**src/rtl/time_display_scan.sv**
```systemverilog
// time_display_scan: samples the asynchronous time bus, converts hours/minutes/seconds
// to BCD with a small sequential converter, and scans a 6-digit common-anode
// 7-segment display showing HH.MM.SS.
// Ports:
//   clk      system clock, rising edge
//   reset    asynchronous active-low reset
//   mode     0 = 24 h display, 1 = 12 h display
//   seconds  binary seconds 0-59
//   minutes  binary minutes 0-59
//   hours    binary hours 0-23
//   an       digit enables, active-low one-hot (an[0] = seconds ones)
//   seg      segments {g,f,e,d,c,b,a}, active-low
//   dp       decimal point, active-low
//   pm       high in 12 h mode when the sampled hours value is >= 12
module time_display_scan #(
  parameter int unsigned CLK_HZ     = 100000000,
  parameter int unsigned REFRESH_HZ = 1000
) (
  input  logic       clk,
  input  logic       reset,
  input  logic       mode,
  input  logic [5:0] seconds,
  input  logic [5:0] minutes,
  input  logic [4:0] hours,
  output logic [5:0] an,
  output logic [6:0] seg,
  output logic       dp,
  output logic       pm
);

  localparam int unsigned BUS_W = 18;
  localparam int unsigned DIV   = CLK_HZ / (REFRESH_HZ * 6);
  localparam int unsigned PW    = (DIV > 1) ? $clog2(DIV) : 1;

  localparam logic [1:0] ST_IDLE = 2'd0;
  localparam logic [1:0] ST_CONV = 2'd1;
  localparam logic [1:0] ST_LOAD = 2'd2;

  localparam logic [3:0] CODE_DASH  = 4'hA;
  localparam logic [3:0] CODE_BLANK = 4'hF;

  logic [BUS_W-1:0] sync1, sync2, sync2_q, snap;
  logic             chg;
  logic             snap_ld;

  logic [1:0] state, state_next;
  logic       latch_en, conv_en, load_en;

  logic [5:0] w_s, w_m, ns, nm;
  logic [4:0] w_h, nh;
  logic [2:0] t_s, t_m, t_h;
  logic       w_sd, w_md, w_hd, w_mode, w_pm;

  logic [5:0][3:0] disp;
  logic            pm_q;

  logic [4:0] map_h;
  logic       map_pm, sec_dash, min_dash, hr_dash;

  logic [PW-1:0] presc;
  logic [2:0]    idx;
  logic [3:0]    code_c;
  logic [6:0]    seg_c;
  logic          dp_c;

  // A new value is taken only after synchronizer stage 2 held still for two cycles
  assign snap_ld = (sync2 == sync2_q);

  // Input synchronizer, tear-free snapshot and change flag
  always_ff @(posedge clk or negedge reset) begin
    if (!reset) begin
      sync1   <= '0;
      sync2   <= '0;
      sync2_q <= '0;
      snap    <= '0;
      chg     <= 1'b0;
    end else begin
      sync1   <= {mode, hours, minutes, seconds};
      sync2   <= sync1;
      sync2_q <= sync2;
      if (snap_ld) snap <= sync2;
      // A fresh change wins over the clear so no update is lost
      if (snap_ld && (sync2 != snap)) chg <= 1'b1;
      else if (latch_en)              chg <= 1'b0;
    end
  end

  // 12/24 h mapping and out-of-range detection from the snapshot
  always_comb begin
    sec_dash = (snap[5:0] > 6'd59);
    min_dash = (snap[11:6] > 6'd59);
    hr_dash  = (snap[16:12] > 5'd23);
    map_h    = snap[16:12];
    map_pm   = 1'b0;
    if (snap[17] && !hr_dash) begin
      map_pm = (snap[16:12] >= 5'd12);
      if (snap[16:12] == 5'd0)       map_h = 5'd12;
      else if (snap[16:12] > 5'd12)  map_h = snap[16:12] - 5'd12;
    end
  end

  // Next working values for one repeated-subtraction step
  always_comb begin
    ns = (w_s >= 6'd10) ? w_s - 6'd10 : w_s;
    nm = (w_m >= 6'd10) ? w_m - 6'd10 : w_m;
    nh = (w_h >= 5'd10) ? w_h - 5'd10 : w_h;
  end

  // Converter state register
  always_ff @(posedge clk or negedge reset) begin
    if (!reset) state <= ST_IDLE;
    else        state <= state_next;
  end

  // Converter next-state and control
  always_comb begin
    state_next = state;
    latch_en   = 1'b0;
    conv_en    = 1'b0;
    load_en    = 1'b0;
    case (state)
      ST_IDLE: begin
        if (chg) begin
          latch_en   = 1'b1;
          state_next = ST_CONV;
        end
      end
      ST_CONV: begin
        conv_en = 1'b1;
        if ((ns < 6'd10) && (nm < 6'd10) && (nh < 5'd10)) state_next = ST_LOAD;
      end
      ST_LOAD: begin
        load_en    = 1'b1;
        state_next = ST_IDLE;
      end
      default: state_next = ST_IDLE;
    endcase
  end

  // Working registers and atomic display-register update
  always_ff @(posedge clk or negedge reset) begin
    if (!reset) begin
      w_s <= '0; w_m <= '0; w_h <= '0;
      t_s <= '0; t_m <= '0; t_h <= '0;
      w_sd <= 1'b0; w_md <= 1'b0; w_hd <= 1'b0;
      w_mode <= 1'b0; w_pm <= 1'b0;
      disp <= '0;
      pm_q <= 1'b0;
    end else begin
      if (latch_en) begin
        // Dashed fields start at zero so the conversion stays within five steps
        w_s    <= sec_dash ? 6'd0 : snap[5:0];
        w_m    <= min_dash ? 6'd0 : snap[11:6];
        w_h    <= hr_dash  ? 5'd0 : map_h;
        t_s    <= '0;
        t_m    <= '0;
        t_h    <= '0;
        w_sd   <= sec_dash;
        w_md   <= min_dash;
        w_hd   <= hr_dash;
        w_mode <= snap[17];
        w_pm   <= map_pm;
      end
      if (conv_en) begin
        w_s <= ns;
        w_m <= nm;
        w_h <= nh;
        t_s <= t_s + 3'(w_s >= 6'd10);
        t_m <= t_m + 3'(w_m >= 6'd10);
        t_h <= t_h + 3'(w_h >= 5'd10);
      end
      if (load_en) begin
        disp[0] <= w_sd ? CODE_DASH : w_s[3:0];
        disp[1] <= w_sd ? CODE_DASH : {1'b0, t_s};
        disp[2] <= w_md ? CODE_DASH : w_m[3:0];
        disp[3] <= w_md ? CODE_DASH : {1'b0, t_m};
        disp[4] <= w_hd ? CODE_DASH : w_h[3:0];
        disp[5] <= w_hd ? CODE_DASH :
                   ((w_mode && (t_h == 3'd0)) ? CODE_BLANK : {1'b0, t_h});
        pm_q    <= w_pm;
      end
    end
  end

  // Digit code selection, segment decode and decimal points
  always_comb begin
    case (idx)
      3'd0:    code_c = disp[0];
      3'd1:    code_c = disp[1];
      3'd2:    code_c = disp[2];
      3'd3:    code_c = disp[3];
      3'd4:    code_c = disp[4];
      3'd5:    code_c = disp[5];
      default: code_c = CODE_BLANK;
    endcase
    case (code_c)
      4'd0:      seg_c = 7'h40;
      4'd1:      seg_c = 7'h79;
      4'd2:      seg_c = 7'h24;
      4'd3:      seg_c = 7'h30;
      4'd4:      seg_c = 7'h19;
      4'd5:      seg_c = 7'h12;
      4'd6:      seg_c = 7'h02;
      4'd7:      seg_c = 7'h78;
      4'd8:      seg_c = 7'h00;
      4'd9:      seg_c = 7'h10;
      CODE_DASH: seg_c = 7'h3F;
      default:   seg_c = 7'h7F;
    endcase
    dp_c = !((idx == 3'd4) || (idx == 3'd2) || ((idx == 3'd0) && pm_q));
  end

  // Prescaler, digit index and registered display outputs
  always_ff @(posedge clk or negedge reset) begin
    if (!reset) begin
      presc <= '0;
      idx   <= '0;
      an    <= 6'h3F;
      seg   <= 7'h7F;
      dp    <= 1'b1;
    end else begin
      if (presc == PW'(DIV - 1)) begin
        presc <= '0;
        idx   <= (idx == 3'd5) ? 3'd0 : idx + 3'd1;
      end else begin
        presc <= presc + PW'(1);
      end
      an  <= ~(6'b000001 << idx);
      seg <= seg_c;
      dp  <= dp_c;
    end
  end

  assign pm = pm_q;

endmodule

```
**config.mk**
```make
export PLATFORM = sky130hd
export DESIGN_NAME = time_display_scan
export DESIGN_NICKNAME = d
export VERILOG_FILES = /design/src/rtl/time_display_scan.sv
export SDC_FILE = /design/constraint.sdc
export NUM_CORES = 1
export LEC_CHECK = 0
export CELL_PAD_IN_SITES_DETAIL_PLACEMENT = 1
export CELL_PAD_IN_SITES_GLOBAL_PLACEMENT = 1
export CORE_UTILIZATION = 40
export DETAILED_ROUTE_END_ITERATION = 10
export GPL_TIMING_DRIVEN = 0
export HOLD_SLACK_MARGIN = 0.15
export PLACE_DENSITY = 0.72
export SLEW_MARGIN = 5
export SYNTH_ARGS = -nofsm -noshare
export SYNTH_HDL_FRONTEND = slang
export SYNTH_SLANG_ARGS = --single-unit
```
**constraint.sdc**
```tcl
create_clock -name clk -period 2.5 [get_ports clk]
set_input_delay 0.25 -clock clk [delete_from_list [all_inputs] [get_ports clk]]
set_output_delay 0.25 -clock clk [all_outputs]
set_load 0.05 [all_outputs]
```
==> results.md, run 1 <==
Worst setup path:
- Traced cell by cell, the critical path runs through clkbuf_4 -> and2_1 -> ha_2 -> nor2b_2 -> o21ai_0 -> o2111ai_2 -> buf_4 -> ha_1 -> mux2i_1 -> a21oi_1.
- The kind of cell adding the most delay to the critical path is compound AO/OA/AOI/OAI gates.
- The category of the most critical setup path is flip-flop to flip-flop.
- The launching element type of the critical path is a flip-flop.
- The worst endpoint data arrival time is 2.69 ns.
- For this design, the slowest cell found on the critical path is dfrtp_2.
- Together, buffers and inverters on the worst path number 2.
- STA classifies the critical path endpoint as a flip-flop.
- The maximum cell stage delay along the critical path is 0.41 ns.
- At the worst endpoint, the required time is around 2.8 ns.
- The biggest fanout along the worst timing path is 10.

Die:
- The height of the die is 135 µm.
- Row generation in the floorplan step produced 48 rows.
- After floorplanning, the core was sized to cover between 15,000 and 20,000 µm².
- The number of placed I/O pins is 35.
- The die is 135 µm wide.
- The overall die area is around 18,000 µm².
- The starting density of the core is 0.411.

Drt:
- The routed length per instance is 16.8 µm.
- The number of DRC violations after detailed-routing iteration 0 is 166.
- The sum of routed wire length over all layers is 15.8 mm.
- The total met3 wirelength after detailed routing is ~480 µm.
- After detailed routing, the number of remaining DRC violations is 0.
- In the routed layout, each cell is associated on average with a via count of 5.27.
- The routed layout has 4,958 vias.
- The number of iterations in the first detailed-routing pass is 4.
- Summed over all nets, wire length on met2 after detailed routing comes to 8.12 mm.
- The detail route stage leaves a number of antenna-violating nets equal to 0.
- The post-route met1 wirelength is 6.80 mm.
- The highest layer touched by signal routing is met4.

Timing:
- The final setup violation count is 0.
- The worst-margin pin slew is 0.789 ns.
- The setup TNS is 0 ns.
- The final-layout worst hold slack is 0.256 ns.
- The relative slew slack is 0.467.
- The count of final max-slew check failures is 0.
- Dividing the final minimum period by the clock period gives 0.945.
- Derived from the worst setup path, the maximum achievable clock frequency is 0.423 GHz.
- The minimum period implied by the final worst setup slack is 2.36 ns.
- The setup clock skew after layout is 0.0102 ns.
- The hold violation total from the final report is 0.

Logic synthesis:
- The cell area that synthesis handed to floorplanning was between 7000 and 8000 µm².
- The number of warning messages in the yosys log is 0.
- The flip-flop and latch count after synthesis is 163.
- The instance count of the mapped netlist is 643.
- The mean instance size in the synthesized netlist is around 11 µm².
- Counting every net in the synthesized netlist gives about 680.
- The sequential area share after synthesis is 0.575.
- The most used flip-flop cell after synthesis is dfrtp_1.
- Of all flip-flops after synthesis, the portion carrying an async set or reset was 1.00.
- Synthesis instantiated 58 different standard cells from the library.
- In this run, synthesis inferred 0 flip-flops with an integrated enable.

Clock tree:
- The clock slew seen by the registers of the worst setup and hold paths is 0.07 ns.
- The count of clock tree sinks is 163.
- The root cell of the clock tree is clkbuf_16.
- The TritonCTS clock tree is built.
- In this run the deepest clock path goes through 2 buffers.
- CTS built an H-tree with a depth of 4.
- The clock latency on the worst-skew pair is roughly 0.43 ns.
- The TritonCTS buffer count is 17.

Worst hold path:
- In this run the worst hold path is classified as primary input to flip-flop.

Placed design:
- Port buffering added 34 buffers.
- The global placer's final weighted congestion is 0.833.
- The HPWL reported at the end of detailed placement is ~11 mm.

Power and ir drop:
- VDD sags by at most about 0.00048 V.
- The completed layout was analyzed and its total power is ~5.4 mW.
- In this run the power density over the cells is 639 nW/µm².
- The leakage power summed over all cells is 3.73 nW.

Final layout:
- The signed area change from the synthesized netlist to the final layout is 18.5%.
- The final net count is 742.
- 0 antenna diodes ended up in the layout.
- Of the cells placed in the final design, the portion with a size suffix greater than 1 is 0.137.

Job:
- The number of max-capacitance violations reported is 0.

Global route:
- The first global-routing pass estimated between 20 and 30 mm of wire.
- The number of antenna violations at the first check in global routing is 0.
- The via count of the first global-routing pass is around 5,300.
- After global routing the overflow that remains totals 0.
- The overall global routing resource usage is 0.193.
- Entering global routing, the biggest net connects between 100 and 150 pins.

Status:
- The run finished with clean final reports.
registers in the layout, summed over array words and instances (netlist names), 5 cells and up:
signal / flops
disp: 24
snap: 18
sync2_q: 18
an: 6
w_m: 6
sync1: 18
w_s: 6
presc: 15
w_h: 5
sync2: 18
seg: 7
routing by layer:
metal  GRT usage  vias to the layer above
li1            -                     2340
met3      0.0412                       31
met5           0                        -
met2       0.339                       85
met4      0.0774                        0
met1       0.229                     2502
cell type report:
| type | instances | area, µm² |
|---|---|---|
| fillers | 1879 | 8910 |
| flip-flops and latches | 163 | 4100 |
| multi-input cells | 430 | 2850 |
| clock buffers | 18 | 439 |
| repair buffers | 43 | 435 |
| well taps | 225 | 282 |
| clock inverters | 14 | 143 |
| plain buffers | 28 | 123 |
| inverters | 19 | 71.3 |
through the flow:
| step | instances | setup slack (ns) | area, µm² | util |
|---|---|---|---|---|
| after floorplan | 643 | 0.140 | 7130 | - |
| after global placement | 902 | -5.18 | 7750 | 0.446 |
| after detailed placement | 903 | -0.451 | 7780 | 0.448 |
| after CTS | 938 | 0.00767 | 8410 | 0.484 |
| after global routing | 940 | -0.000527 | 8440 | 0.486 |
| final | 940 | 0.138 | 8440 | 0.486 |
cells in the mapped netlist (11+ instances only):
library cell | number | area share
mux2_2 | 23 | 0.036
clkbuf_1 | 22 | 0.012
dfrtp_1 | 149 | 0.52
nand2b_1 | 11 | 0.0097
inv_1 | 19 | 0.010
nand2_1 | 83 | 0.044
o21ai_0 | 45 | 0.032
nor2_1 | 43 | 0.023
xnor2_1 | 25 | 0.031
a21oi_1 | 11 | 0.0077
nand3_1 | 21 | 0.015
dfstp_2 | 14 | 0.052
xor2_1 | 29 | 0.036
ha_1 | 20 | 0.035
logic make-up (layout without fill, tap and decap cells):
family                   Yosys count  count (layout)  synth area share
buffers and inverters             50             122            0.0279
AO/OA/AOI/OAI                    111             111             0.101
adder cells (fa/ha/maj)           20              20            0.0351
AND/OR/NAND/NOR                  214             214             0.147
XOR/XNOR                          54              54            0.0664
flip-flops                       163             163             0.575
multiplexers                      31              31            0.0478
power by group:
| group | leakage (nW) | switching [mW] | internal [mW] |
|---|---|---|---|
| combinational | 1.36 | 0.0722 | 0.0555 |
| sequential | 2.09 | 0.0315 | 2.68 |
| clock | 0.283 | 1.13 | 1.43 |
| total | 3.73 | 1.23 | 4.17 |
timing repair:
item,in CTS,in global routing
setup endpoints to repair,26,7
endpoints found under the hold margin,60,0
pin swaps,2,1
hold buffers,1,0
gates resized for setup,4,5
setup buffers,4,3
layout by cell type (no fill, tap or decap), types with 8 or more instances in the layout:
cell,count
xor2_1,29
nand2_1,83
mux2_2,23
nor2_1,43
xnor2_1,25
dfrtp_1,148
inv_1,18
clkbuf_1,19
a21oi_1,11
nand3_1,21
clkbuf_16,17
o21ai_0,45
dfstp_2,14
clkdlybuf4s50_1,33
o211ai_1,8
ha_1,19
nand2b_1,11
path summary, 6_finish.rpt:
kind | depth (start not counted) | slack [ns] | startpoint | end
worst max-delay path | 10 | 0.14 | idx[1] | seg[5]
worst min-delay path | 1 | 0.26 | hours[2] | sync1[14]
worst max register to register | 10 | 0.14 | idx[1] | seg[5]
worst min register to register | 0 | 0.35 | sync1[16] | sync2[16]
max in group asynchronous | 3 | 1.31 | reset | snap[2]
min in group asynchronous | 2 | 0.35 | reset | presc[4]
(Power assumes the default switching activity.)
==> inputs of run 2 (changes only) <==
Settings changed: ABC_CLOCK_PERIOD_IN_PS from default to 2500, SLEW_MARGIN 5 to 20.
==> run 2 against run 1 <==
Final area rose by 0.55%; register-to-register slack gained 0.04 ns; critical endpoint is now seg[3]; global-route usage is essentially flat; via count grew 0.61%; utilization grew 0.27 points.
==> results.md, run 2 (synthesis results as in run 1) <==
Clock tree:
- The clock tree buffer depth came to 2 (unchanged).
- The count of clock tree sinks is 163 (unchanged).
- The TritonCTS clock tree is built.
- The clock latency on the worst-skew pair was 0.43 ns (about the same).
- The root cell of the clock tree is clkbuf_16.
- The TritonCTS buffer count is 17 (unchanged).
- The clock slew seen by the registers of the worst setup and hold paths came to 0.07 ns (about the same).
- The count of H-tree levels built during CTS is 4 (unchanged).

Final layout:
- In the layout the commonest cells are dfrtp_1, nand2_1, nor2_1, o21ai_0, clkdlybuf4s50_1.
- The number of flip-flops under the largest register name is 24 (unchanged).
- The layout filler cell count came to 1,870 (-0.48%).
- The final net count is 745 (+0.40%).
- The number of antenna cells inserted came to 0 (unchanged).
- The largest register by flop count is disp.
- The library cell used most frequently in the layout, excluding fill and tap cells, is dfrtp_1.
- The signed area change from the synthesized netlist to the final layout is 19.1%.
- The area of all placed cells without fillers came to 8490 µm² (+0.55%).
- The final core utilization was 0.489 (+0.00267).
- The fraction of layout instances using a drive strength above 1 is 0.141 (+0.00361).

Power and ir drop:
- The register share of total power was 0.505 (+0.002).
- The fraction of power consumed by the clock network is 0.471 (-0.003).
- The power density of the placed cells came to 634 nW/µm² (-0.89%).
- The power dissipated by switching net loads is 1.24 mW (+0.94%).
- The switching power as a share of total power came to 0.231 (+0.00294).
- The maximum vdd ir drop came to 0.000506 V (+4.5%).
- The share of total power in combinational logic is 0.024 (about the same).
- The leakage power summed over all cells came to 3.74 nW (+0.33%).
- The internal power was 4.14 mW (-0.73%).

Die:
- The number of placed I/O pins came to 35 (unchanged).
- The core box area was 17,400 µm² (unchanged).
- The starting density of the core is 0.411 (unchanged).
- The placement row count is 48 (unchanged).
- The overall die area is 18,400 µm² (unchanged).
- The height of the die is 135 µm (unchanged).
- The die outline width is 135 µm (unchanged).

Timing:
- The final critical-path setup slack came to 0.178 ns (+0.0394 ns).
- The period utilization was 0.929 (-0.0158).
- The setup clock skew after layout came to 0.0162 ns (+0.00600 ns).
- The final-layout worst hold slack is 0.251 ns (-0.00486 ns).
- The hold violation total from the final report came to 0 (unchanged).
- The timing-limited maximum frequency is 0.431 GHz (+1.7%).
- The final setup violation count is 0 (unchanged).
- The relative slew slack is 0.510 (+0.0430).
- The count of final max-slew check failures is 0 (unchanged).
- The worst-margin pin slew is 0.725 ns (-0.0636 ns).
- Setup repair after global routing left no endpoint under its margin.
- The minimum period implied by the final worst setup slack is 2.32 ns (-0.0394 ns).

Drt:
- The detail-routed via count per cell was 5.29 (+0.29%).
- The sum of routed wire length over all layers is 15.7 mm (-0.11%).
- The number of iterations in the first detailed-routing pass is 4 (unchanged).
- The total vias in the final route is 4,988 (+0.61%).
- The routed length per instance is 16.7 µm (-0.43%).
- The number of DRC violations after detailed-routing iteration 0 came to 194 (+17%).
- The DRC violation count after routing is 0 (unchanged).
- The remaining number of nets flagged by the antenna check after routing is 0 (unchanged).

Worst setup path:
- The category of the most critical setup path is flip-flop to flip-flop.
- The biggest fanout along the worst timing path is 10 (unchanged).
- STA classifies the critical path startpoint as a flip-flop.
- The flop-to-flop setup slack came to 0.18 ns (+0.04 ns).
- The worst endpoint data arrival time came to 2.66 ns (-0.03 ns).
- The worst setup path is captured at a flip-flop.
- The data required time at the worst endpoint is 2.84 ns (about the same).

Global route:
- The pin count of the biggest net entering global routing was 103 (-0.96%).
- The number of antenna violations at the first check in global routing is 0 (unchanged).
- The first-pass GRT wire length is 26.9 mm (-1.1%).
- The overall global routing resource usage is 0.192 (-0.000415).
- The overflow left after global routing was 0 (unchanged).
- The via count of the first global-routing pass was 5,301 (+0.094%).

Placed design:
- The HPWL reported at the end of detailed placement is 10.9 mm (-0.48%).
- The quantity of I/O buffers inserted on ports was 34 (unchanged).
- The global placer's final weighted congestion is 0.833 (unchanged).
- The placement-stage worst setup slack is -0.434 ns (+0.0171 ns).
- The placed cell area is 7790 µm² (about the same).

Worst hold path:
- The worst hold path class is primary input to flip-flop.

Job:
- The number of max-capacitance violations reported is 0 (unchanged).

Status:
- The flow ran to the end, and the final reports show no timing, DRC or antenna violations.
[run 2: metal layers]
| metal | track usage | up-vias | routed length, µm | share of wire |
|---|---|---|---|---|
| li1 | - | 2353 | - | - |
| met1 | 0.229 | 2499 | 6720 | 0.43 |
| met2 | 0.334 | 108 | 8110 | 0.51 |
| met3 | 0.0430 | 28 | 569 | 0.036 |
| met4 | 0.0830 | 0 | 345 | 0.022 |
| met5 | 0 | - | 0 | 0 |
[run 2: per-stage QoR]
stage,power (mW),setup TNS (ns),std cells
6_report,5.38,0,943
5_1_grt,5.57,0,943
4_1_cts,5.47,0,939
3_5_place_dp,2.90,-6.34,903
3_3_place_gp,2.88,-816.04,902
2_1_floorplan,2.79,0,643
[run 2: what timing repair did]
item	4_1_cts	5_1_grt
gates resized for setup	4	10
setup buffers	6	4
hold buffers	1	0
endpoints found under the hold margin	61	0
setup endpoints to repair	26	8
pin swaps	3	1
[run 2: area by class of cell]
| class | instances | area [µm²] | share of cell area |
|---|---|---|---|
| buffer | 28 | 123 | 0.0144 |
| clock buffer | 18 | 429 | 0.0506 |
| inverter | 19 | 71.3 | 0.00840 |
| multi-input combinational | 430 | 2870 | 0.338 |
| clock inverter | 14 | 144 | 0.0169 |
| timing repair buffer | 46 | 470 | 0.0554 |
| tap | 225 | 282 | 0.0332 |
| sequential | 163 | 4100 | 0.483 |
[run 2: critical path, stage by stage, from the launching register on]
cell and delay (ns):
dfrtp_2 0.46, clkbuf_4 0.21, and2_1 0.19, ha_4 0.20
inv_1 0.10, mux2i_1 0.22, o211ai_1 0.11, buf_4 0.17
inv_1 0.10, ha_1 0.26, mux2i_1 0.14, a21oi_1 0.08
[run 2: final timing paths]
check | from | to | cells after the start
max | idx[1] | seg[3] | 11
min reg2reg | sync1[11] | sync2[11] | 0
min | hours[2] | sync1[14] | 1
max in group asynchronous | reset | sync1[11] | 3
max reg2reg | idx[1] | seg[3] | 11
min in group asynchronous | reset | presc[4] | 2
[run 2: power groups by stage]
stage	logic [mW]	clock network, mW	registers, mW
after floorplan	0.0359	0	2.75
after global placement	0.121	0	2.76
after detailed placement	0.132	0	2.76
after CTS	0.134	2.62	2.72
after global routing	0.147	2.70	2.72
final	0.129	2.54	2.71
